<file path="src/rtl/t5_lsu.sv">
// t5_lsu: memory-stage load/store unit.
//
// This unit takes the execute-stage opcode, size field, effective address and
// replicated store data. It runs one data-bus transaction at a time using a
// stb/ack handshake, and only one transaction can be outstanding. It returns
// the loaded lane, aligned and sign- or zero-extended.
//
// While the access is in flight, mstl holds the pipeline. The access ends in
// one of three ways: it completes, it times out, or it is rejected as
// misaligned or of illegal size.
//
// Ports:
//   sclk, srst     clock; synchronous active-high reset
//   xopc[6:2]      opcode: 5'h00 LOAD, 5'h08 STORE, any other value = no access
//   xfn3[14:12]    size/sign: 000 B, 001 H, 010 W, 100 BU, 101 HU
//   xea            effective address
//   xdat           store data, already replicated across the byte lanes
//   dwb_*          data bus master: adr/dat/sel/we/stb out, dat_i/ack_i in
//   mdat           load result, valid in DONE
//   mstl           pipeline stall (combinational)
//   mmis, merr     misaligned/illegal-size fault and bus-timeout fault,
//                  both valid in DONE
module t5_lsu #(
  parameter int unsigned XLEN = 32,
  parameter int unsigned TMO  = 16
) (
  input  logic            sclk,
  input  logic            srst,
  input  logic [6:2]      xopc,
  input  logic [14:12]    xfn3,
  input  logic [XLEN-1:0] xea,
  input  logic [XLEN-1:0] xdat,
  output logic [XLEN-1:0] dwb_adr_o,
  output logic [XLEN-1:0] dwb_dat_o,
  output logic [3:0]      dwb_sel_o,
  output logic            dwb_we_o,
  output logic            dwb_stb_o,
  input  logic [XLEN-1:0] dwb_dat_i,
  input  logic            dwb_ack_i,
  output logic [XLEN-1:0] mdat,
  output logic            mstl,
  output logic            mmis,
  output logic            merr
);

  typedef enum logic [1:0] {
    S_IDLE,
    S_BUSY,
    S_DONE
  } state_t;

  localparam logic [7:0] TMO_LAST = 8'(TMO - 1);

  state_t      state, state_nxt;
  logic [7:0]  cnt;
  logic [1:0]  ea_q;
  logic [2:0]  fn3_q;

  logic        is_ld, is_st, req, illegal, mis, bad, timeout;
  logic [1:0]  sz;
  logic [3:0]  sel_nxt;
  logic [7:0]  byte_v;
  logic [15:0] half_v;
  logic        sgn;
  logic [XLEN-1:0] ld_ext;

  // Request decode and fault classification
  always_comb begin
    is_ld   = (xopc == 5'h00);
    is_st   = (xopc == 5'h08);
    req     = is_ld | is_st;
    sz      = xfn3[13:12];
    illegal = (sz == 2'b11) | (is_st & xfn3[14]) | (is_ld & (xfn3 == 3'b110));
    mis     = ((sz == 2'b01) & xea[0]) | ((sz == 2'b10) & (xea[1:0] != 2'b00));
    bad     = illegal | mis;
    case (sz)
      2'b00:   sel_nxt = 4'b0001 << xea[1:0];
      2'b01:   sel_nxt = xea[1] ? 4'b1100 : 4'b0011;
      default: sel_nxt = 4'b1111;
    endcase
  end

  // Lane extraction. This uses the offset and size latched at issue, so the
  // result does not depend on what the stalled pipeline presents meanwhile.
  always_comb begin
    case (ea_q)
      2'd0:    byte_v = dwb_dat_i[7:0];
      2'd1:    byte_v = dwb_dat_i[15:8];
      2'd2:    byte_v = dwb_dat_i[23:16];
      default: byte_v = dwb_dat_i[31:24];
    endcase
    half_v = ea_q[1] ? dwb_dat_i[31:16] : dwb_dat_i[15:0];
    case (fn3_q[13:12])
      2'b00: begin
        sgn    = ~fn3_q[14] & byte_v[7];
        ld_ext = {{(XLEN-8){sgn}}, byte_v};
      end
      2'b01: begin
        sgn    = ~fn3_q[14] & half_v[15];
        ld_ext = {{(XLEN-16){sgn}}, half_v};
      end
      default: begin
        sgn    = 1'b0;
        ld_ext = dwb_dat_i;
      end
    endcase
  end

  assign timeout = (cnt == TMO_LAST);

  always_ff @(posedge sclk) begin
    if (srst) state <= S_IDLE;
    else      state <= state_nxt;
  end

  always_comb begin
    state_nxt = state;
    mstl      = 1'b0;
    case (state)
      S_IDLE: begin
        mstl = req;
        if (req) state_nxt = bad ? S_DONE : S_BUSY;
      end
      S_BUSY: begin
        mstl = 1'b1;
        if (dwb_ack_i || timeout) state_nxt = S_DONE;
      end
      S_DONE:  state_nxt = S_IDLE;
      default: state_nxt = S_IDLE;
    endcase
  end

  // Bus registers and results. An ack that arrives in the timeout cycle is
  // checked first, so the ack takes priority over the timeout.
  always_ff @(posedge sclk) begin
    if (srst) begin
      dwb_stb_o <= 1'b0;
      dwb_we_o  <= 1'b0;
      dwb_sel_o <= '0;
      dwb_adr_o <= '0;
      dwb_dat_o <= '0;
      mdat      <= '0;
      mmis      <= 1'b0;
      merr      <= 1'b0;
      cnt       <= '0;
      ea_q      <= '0;
      fn3_q     <= '0;
    end else begin
      case (state)
        S_IDLE: begin
          if (req && !bad) begin
            dwb_stb_o <= 1'b1;
            dwb_we_o  <= is_st;
            dwb_adr_o <= {xea[XLEN-1:2], 2'b00};
            dwb_dat_o <= xdat;
            dwb_sel_o <= sel_nxt;
            ea_q      <= xea[1:0];
            fn3_q     <= xfn3;
            cnt       <= '0;
          end else if (req) begin
            mmis <= 1'b1;
            mdat <= '0;
          end
        end
        S_BUSY: begin
          if (dwb_ack_i) begin
            dwb_stb_o <= 1'b0;
            mdat      <= dwb_we_o ? '0 : ld_ext;
          end else if (timeout) begin
            dwb_stb_o <= 1'b0;
            merr      <= 1'b1;
            mdat      <= '0;
          end else begin
            cnt <= cnt + 8'd1;
          end
        end
        S_DONE: begin
          mmis <= 1'b0;
          merr <= 1'b0;
          cnt  <= '0;
        end
        default: ;
      endcase
    end
  end

endmodule

</file>
<file path="config.mk">
export PLATFORM = sky130hd
export DESIGN_NAME = t5_lsu
export DESIGN_NICKNAME = d
export VERILOG_FILES = /design/src/rtl/t5_lsu.sv
export SDC_FILE = /design/constraint.sdc
export NUM_CORES = 1
export LEC_CHECK = 0
export CAP_MARGIN = 20
export CORE_UTILIZATION = 42
export DETAILED_ROUTE_END_ITERATION = 6
export PLACE_DENSITY = 0.9
export SYNTH_ARGS = -nofsm -noshare
export SYNTH_HDL_FRONTEND = slang
export SYNTH_SLANG_ARGS = --single-unit
</file>
<file path="constraint.sdc">
create_clock -name sclk -period 4.7 [get_ports sclk]
set_input_delay 0.94 -clock sclk [delete_from_list [all_inputs] [get_ports sclk]]
set_output_delay 0.94 -clock sclk [all_outputs]
set_load 0.02 [all_outputs]
</file>
# Word-level counts from Yosys, hierarchy flattened
# Index checks and enable logic that the tools add are counted.
# classes
eq_ne	16
n_bitwise	9
n_addsub	1
shifts	1
mux	27
n_reduce_logical	18
# op_table
cell	n
32-bit 2-to-1 mux	5
32-bit case mux with 2 select lines	1
8-bit 2-to-1 mux	3
8-bit case mux with 3 select lines	1
2-bit != test, second input constant	7
3-bit AND reduction	3
8-bit by 1-bit adder with 8-bit output, second input constant	1
8-bit by 4-bit equality test with 1-bit output, second input constant	1
1-bit case mux with 2 select lines	4
4-bit case mux with 2 select lines	1
4-bit AND reduction	2
2-bit nonzero test	4
1-bit 2-to-1 mux	7
2-bit equality test, second input constant	3
2-bit 2-to-1 mux	3
5-bit by 4-bit equality test with 1-bit output, second input constant	1
5-bit logical NOT	1
1-bit OR	5
1-bit bitwise AND	4
2-bit by 1-bit equality test with 1-bit output, second input constant	2
2-bit logical NOT	2
4-bit 2-to-1 mux	1
2-bit case mux with 2 select lines	1
2-bit AND reduction	2
other kinds (7)	7
# totals
ff_bits	112
input_bits	107
word_cells	82
output_inout_bits	105

# Depth between registers and ports, before layout
# depth
word_depth	9
ltp_mapped	6
ltp_nobuf	5

# Worst setup path before layout
# Ideal clock, no wire load.
# synth_timing
kind	input to output
startpoint	in xopc[3] (netlist bit)
endpoint	out mstl
path_stages	2
required_ns	3.760
t_arrival_ns	1.631
slack_ns	2.129
cell_sequence	nor4_2 > o21a_1
# synth_via
elab_chain_cells	3
elab_cells_between_ends	4
classes_between	1 x eq/ne; 1 x mux; 1 x bitwise; 1 x reduce/logical
# synth_lines
item	line_no	rtl
start: declaration	29	input logic [6:2] xopc,
5-bit by 4-bit equality test with 1-bit output or 5-bit logical NOT (tied branches)	70, 69	
1-bit OR (*)	71	req = is_ld | is_st;
1-bit case mux with 2 select lines (*)	119	case (state)
end: declaration	41	output logic mstl,
# Mark *: on every way between the ends. The rest lies on a longest branch, timed or not.

# Worst setup path after layout
# Same ends and word-level chain as after synthesis.

==> summary.md <==
| Metric | Value |
|---|---|
| Worst hold path type | `reg2reg` |
| Layout area overhead | `58.0%` |
| PnR worst setup slack | `between 0.9 and 1 ns` |
| Port Buffers | `~210` |
| Initial DRC Count | `105` |
| Inserted Diodes | `0` |
| Share of the synthesized area in the top cell type | `55.5%` |
| Chip Width | `100 um` |
| RSZ-0062 raised after global routing | `no` |
| Worst Hold Path Cells | `2` |
| Drt pass-1 iters | `4` |
| Die height | `around 100 um` |
| PD cells | `between 200 and 300 nW/um2` |
| WP data required | `around 3.8 ns` |
| Initial antenna violation count | `0` |
| CP max-delay cell | `clkdlybuf4s50_1` |
| Synth warn | `0` |
| Yosys cell types | `40` |
| CP endpoint kind | `primary output` |
| Worst skew pair latency | `~0.35 ns` |
| Post-synth top cells | `129 x nand2_1, 112 x dfxtp_1, 70 x a21oi_1` |
| FILL cells | `between 700 and 800` |
| Crit path time final | `approximately 3.7 ns` |
| Top post-synthesis cells by area | `dfxtp_1 55%, nand2_1 12%, a21oi_1 8.7%` |
| CTS buffer count | `9` |
| Crit Path Class | `in2out` |
| Syn Area/Cell | `between 8 and 9 um2` |
| R2R Path Start | `cnt[0]` |
| Actual slew at the worst max-slew pin | `about 0.82 ns` |
| Drt wl/cell | `14.9 um` |
| Longest Clk Path Bufs | `2` |
| Finish-stage setup viols | `0` |
| Outcome | `completed` |
| Maxcap violations | `0` |
| Arrival @ worst endpoint | `between 2 and 3 ns` |
| Setup TNS | `0 ns` |
| CP Launch Type | `input pin` |
| Antenna Nets Post-Route | `0` |
| Hpwl dp | `about 8.6 mm` |
| Post-CTS Hold Buffers | `0` |
| Synth Register Bits | `approximately 110` |
| First-pass GRT wire length | `roughly 18 mm` |
| Hold path start | `dwb_dat_o[5]` |
| Multi-input logic area | `between 1500 and 2000 um2` |
| Register area share after synthesis | `a little under three fifths` |
| # rows | `35` |
| LEAKAGE | `~2.1 nW` |
| CP Cell Sequence | `clkdlybuf4s50_1, nor4_2, o21a_1, clkdlybuf4s50_1` |
| Ys flop type | `dfxtp_1` |
| F_max | `268 MHz` |
| Post-CTS setup repair buffer count | `0` |
| Area leader, netlist | `dfxtp_1` |
| Initial Utilization | `between 40% and 50%` |
| Vias | `between 4000 and 5000` |
| CTS H-tree lvls | `3` |
| Share of cells above drive strength 1 | `between 4 and 5%` |
| Worst R2R Setup Slack | `between 2 and 3 ns` |
| Most frequent cell after synthesis | `nand2_1` |
| DRC Markers | `0` |
| Nets | `757` |
| Post-synth EDFFs | `0` |
| Total wire length | `roughly 12 mm` |
| R2r endpoint | `cnt[5]` |
| Worst Reg-to-Reg Cells | `5` |
| Vias in the first global route | `~3800` |
| GR Util All Layers | `a little under a quarter` |
| Largest net degree at the start of global routing | `43` |
| CP max FO | `5` |
| Synth async-reset ratio | `0%` |
| Clk sinks | `112` |
| Sequential cell area | `2240 um2` |
| Layout Utilization | `around 69%` |
| Reg clk slew, reported paths | `approximately 0.10 ns` |
| Post_cts resized | `0` |
| Final Slew Violations | `0` |
| Hold Vio Cnt, Final | `0` |
| Peak supply drop | `approximately 0.16 mV` |
| Worst slew margin | `a little under half` |
| Worst slack at placement | `0.965 ns` |
| Worst clock skew | `about 0.018 ns` |
| Final GP Congestion | `around 0.89` |
| Root buf cell | `clkbuf_8` |
| DR vias/cell | `a little over 5` |
| Core Footprint | `9280 um2` |
| Worst path max stage delay | `slightly above 0.6 ns` |
| Num ports | `212` |
| Post-synthesis cell area | `just over 4000 um2` |
| CTS tree | `built` |
| Fin crit share | `between 70% and 80%` |
| Post-Syn Instances | `between 400 and 500` |
| Most used cell, CP | `clkdlybuf4s50_1` |
| Die area | `approximately 10000 um2` |
| Global route overflow | `0` |
| Hold worst-path end | `dwb_dat_o[5]` |
-- area by class of cell --
type                       count  area share, %
sequential                   112           35.1
timing repair buffer         214           33.5
multi-input combinational    303           25.6
tap                          129           2.53
clock buffer                  10           2.16
clock inverter                 5          0.627
inverter                       9          0.529
-- cell families (layout without fill, tap and decap cells) --
kind of cell	Yosys count	after routing	synth area share (%)
AOI/OAI and AO/OA	134	134	21.7
adders and majority gates	1	1	0.310
buffers and inverters	42	238	4.80
DFF	112	112	55.5
muxes	2	2	0.495
other	1	2	0.0928
and+or+nand+nor	164	164	17.1
-- flip-flops by register name, summed over array words and instances, names as in the netlist --
name       flops
dwb_adr_o     30
dwb_we_o       1
cnt            8
mdat          32
mmis           1
dwb_dat_o     32
state          2
dwb_sel_o      4
merr           1
dwb_stb_o      1
-- how the worst max path moves through the flow --
stage | start | end | slack (ns) | cells past startpoint
final | xopc[3] | mstl | 0.96 | 4
after global routing | xopc[3] | mstl | 0.86 | 4
after CTS | xopc[3] | mstl | 0.94 | 4
after detailed placement | xopc[3] | mstl | 0.96 | 4
after global placement | xopc[3] | mstl | 1.02 | 4
after floorplan | xopc[3] | mstl | 2.13 | 2
-- cell usage in the layout, fill, tap and decap left out, types with 2 or more instances in the layout --
master           count
inv_1                9
nor2_1              10
conb_1               2
clkbuf_8            10
nor4_2               3
a211oi_1             3
dfxtp_1            112
nor3_1               4
o22ai_1              2
nand2b_1             2
a22o_1              32
o21ai_0              6
a21oi_1             70
o211ai_1             7
nand3b_1             2
clkdlybuf4s50_1    208
clkinvlp_4           2
a311oi_1             2
nand3_1              8
mux2i_1              2
nand2_1            129
a31oi_1              3
buf_4                4
-- worst max-delay path: cells and delay by family --
family          cells  cell delay [ns]
compound gates      1             0.23
buf+inv             2             1.05
simple gates        1             0.58
-- report_power, final --
part	leakage, nW	internal [mW]	switching (mW)
clock network	0.0867	0.210	0.315
logic	1.16	0.101	0.0655
registers	0.903	0.956	0.00429
total	2.15	1.27	0.385
-- metal layers --
layer | wire length [um] | vias up | GRT usage (%)
met4 | 159 | 0 | 6.58
met2 | 5730 | 176 | 41.2
met1 | 4650 | 1863 | 25.1
li1 | - | 1947 | -
met5 | 0 | - | 0
met3 | 1090 | 16 | 7.24
-- per-stage QoR --
stage | power, mW | hold slack [ns] | cells | instance area (um2)
2_1_floorplan | 1.03 | 0.466 | 457 | 4050
3_3_place_gp | 1.14 | 0.441 | 767 | 6210
3_5_place_dp | 1.15 | 0.447 | 767 | 6210
4_1_cts | 1.67 | 0.459 | 782 | 6380
5_1_grt | 1.72 | 0.485 | 782 | 6380
6_report | 1.65 | 0.455 | 782 | 6380
No activity file was read; power rests on OpenSTA's default activity.
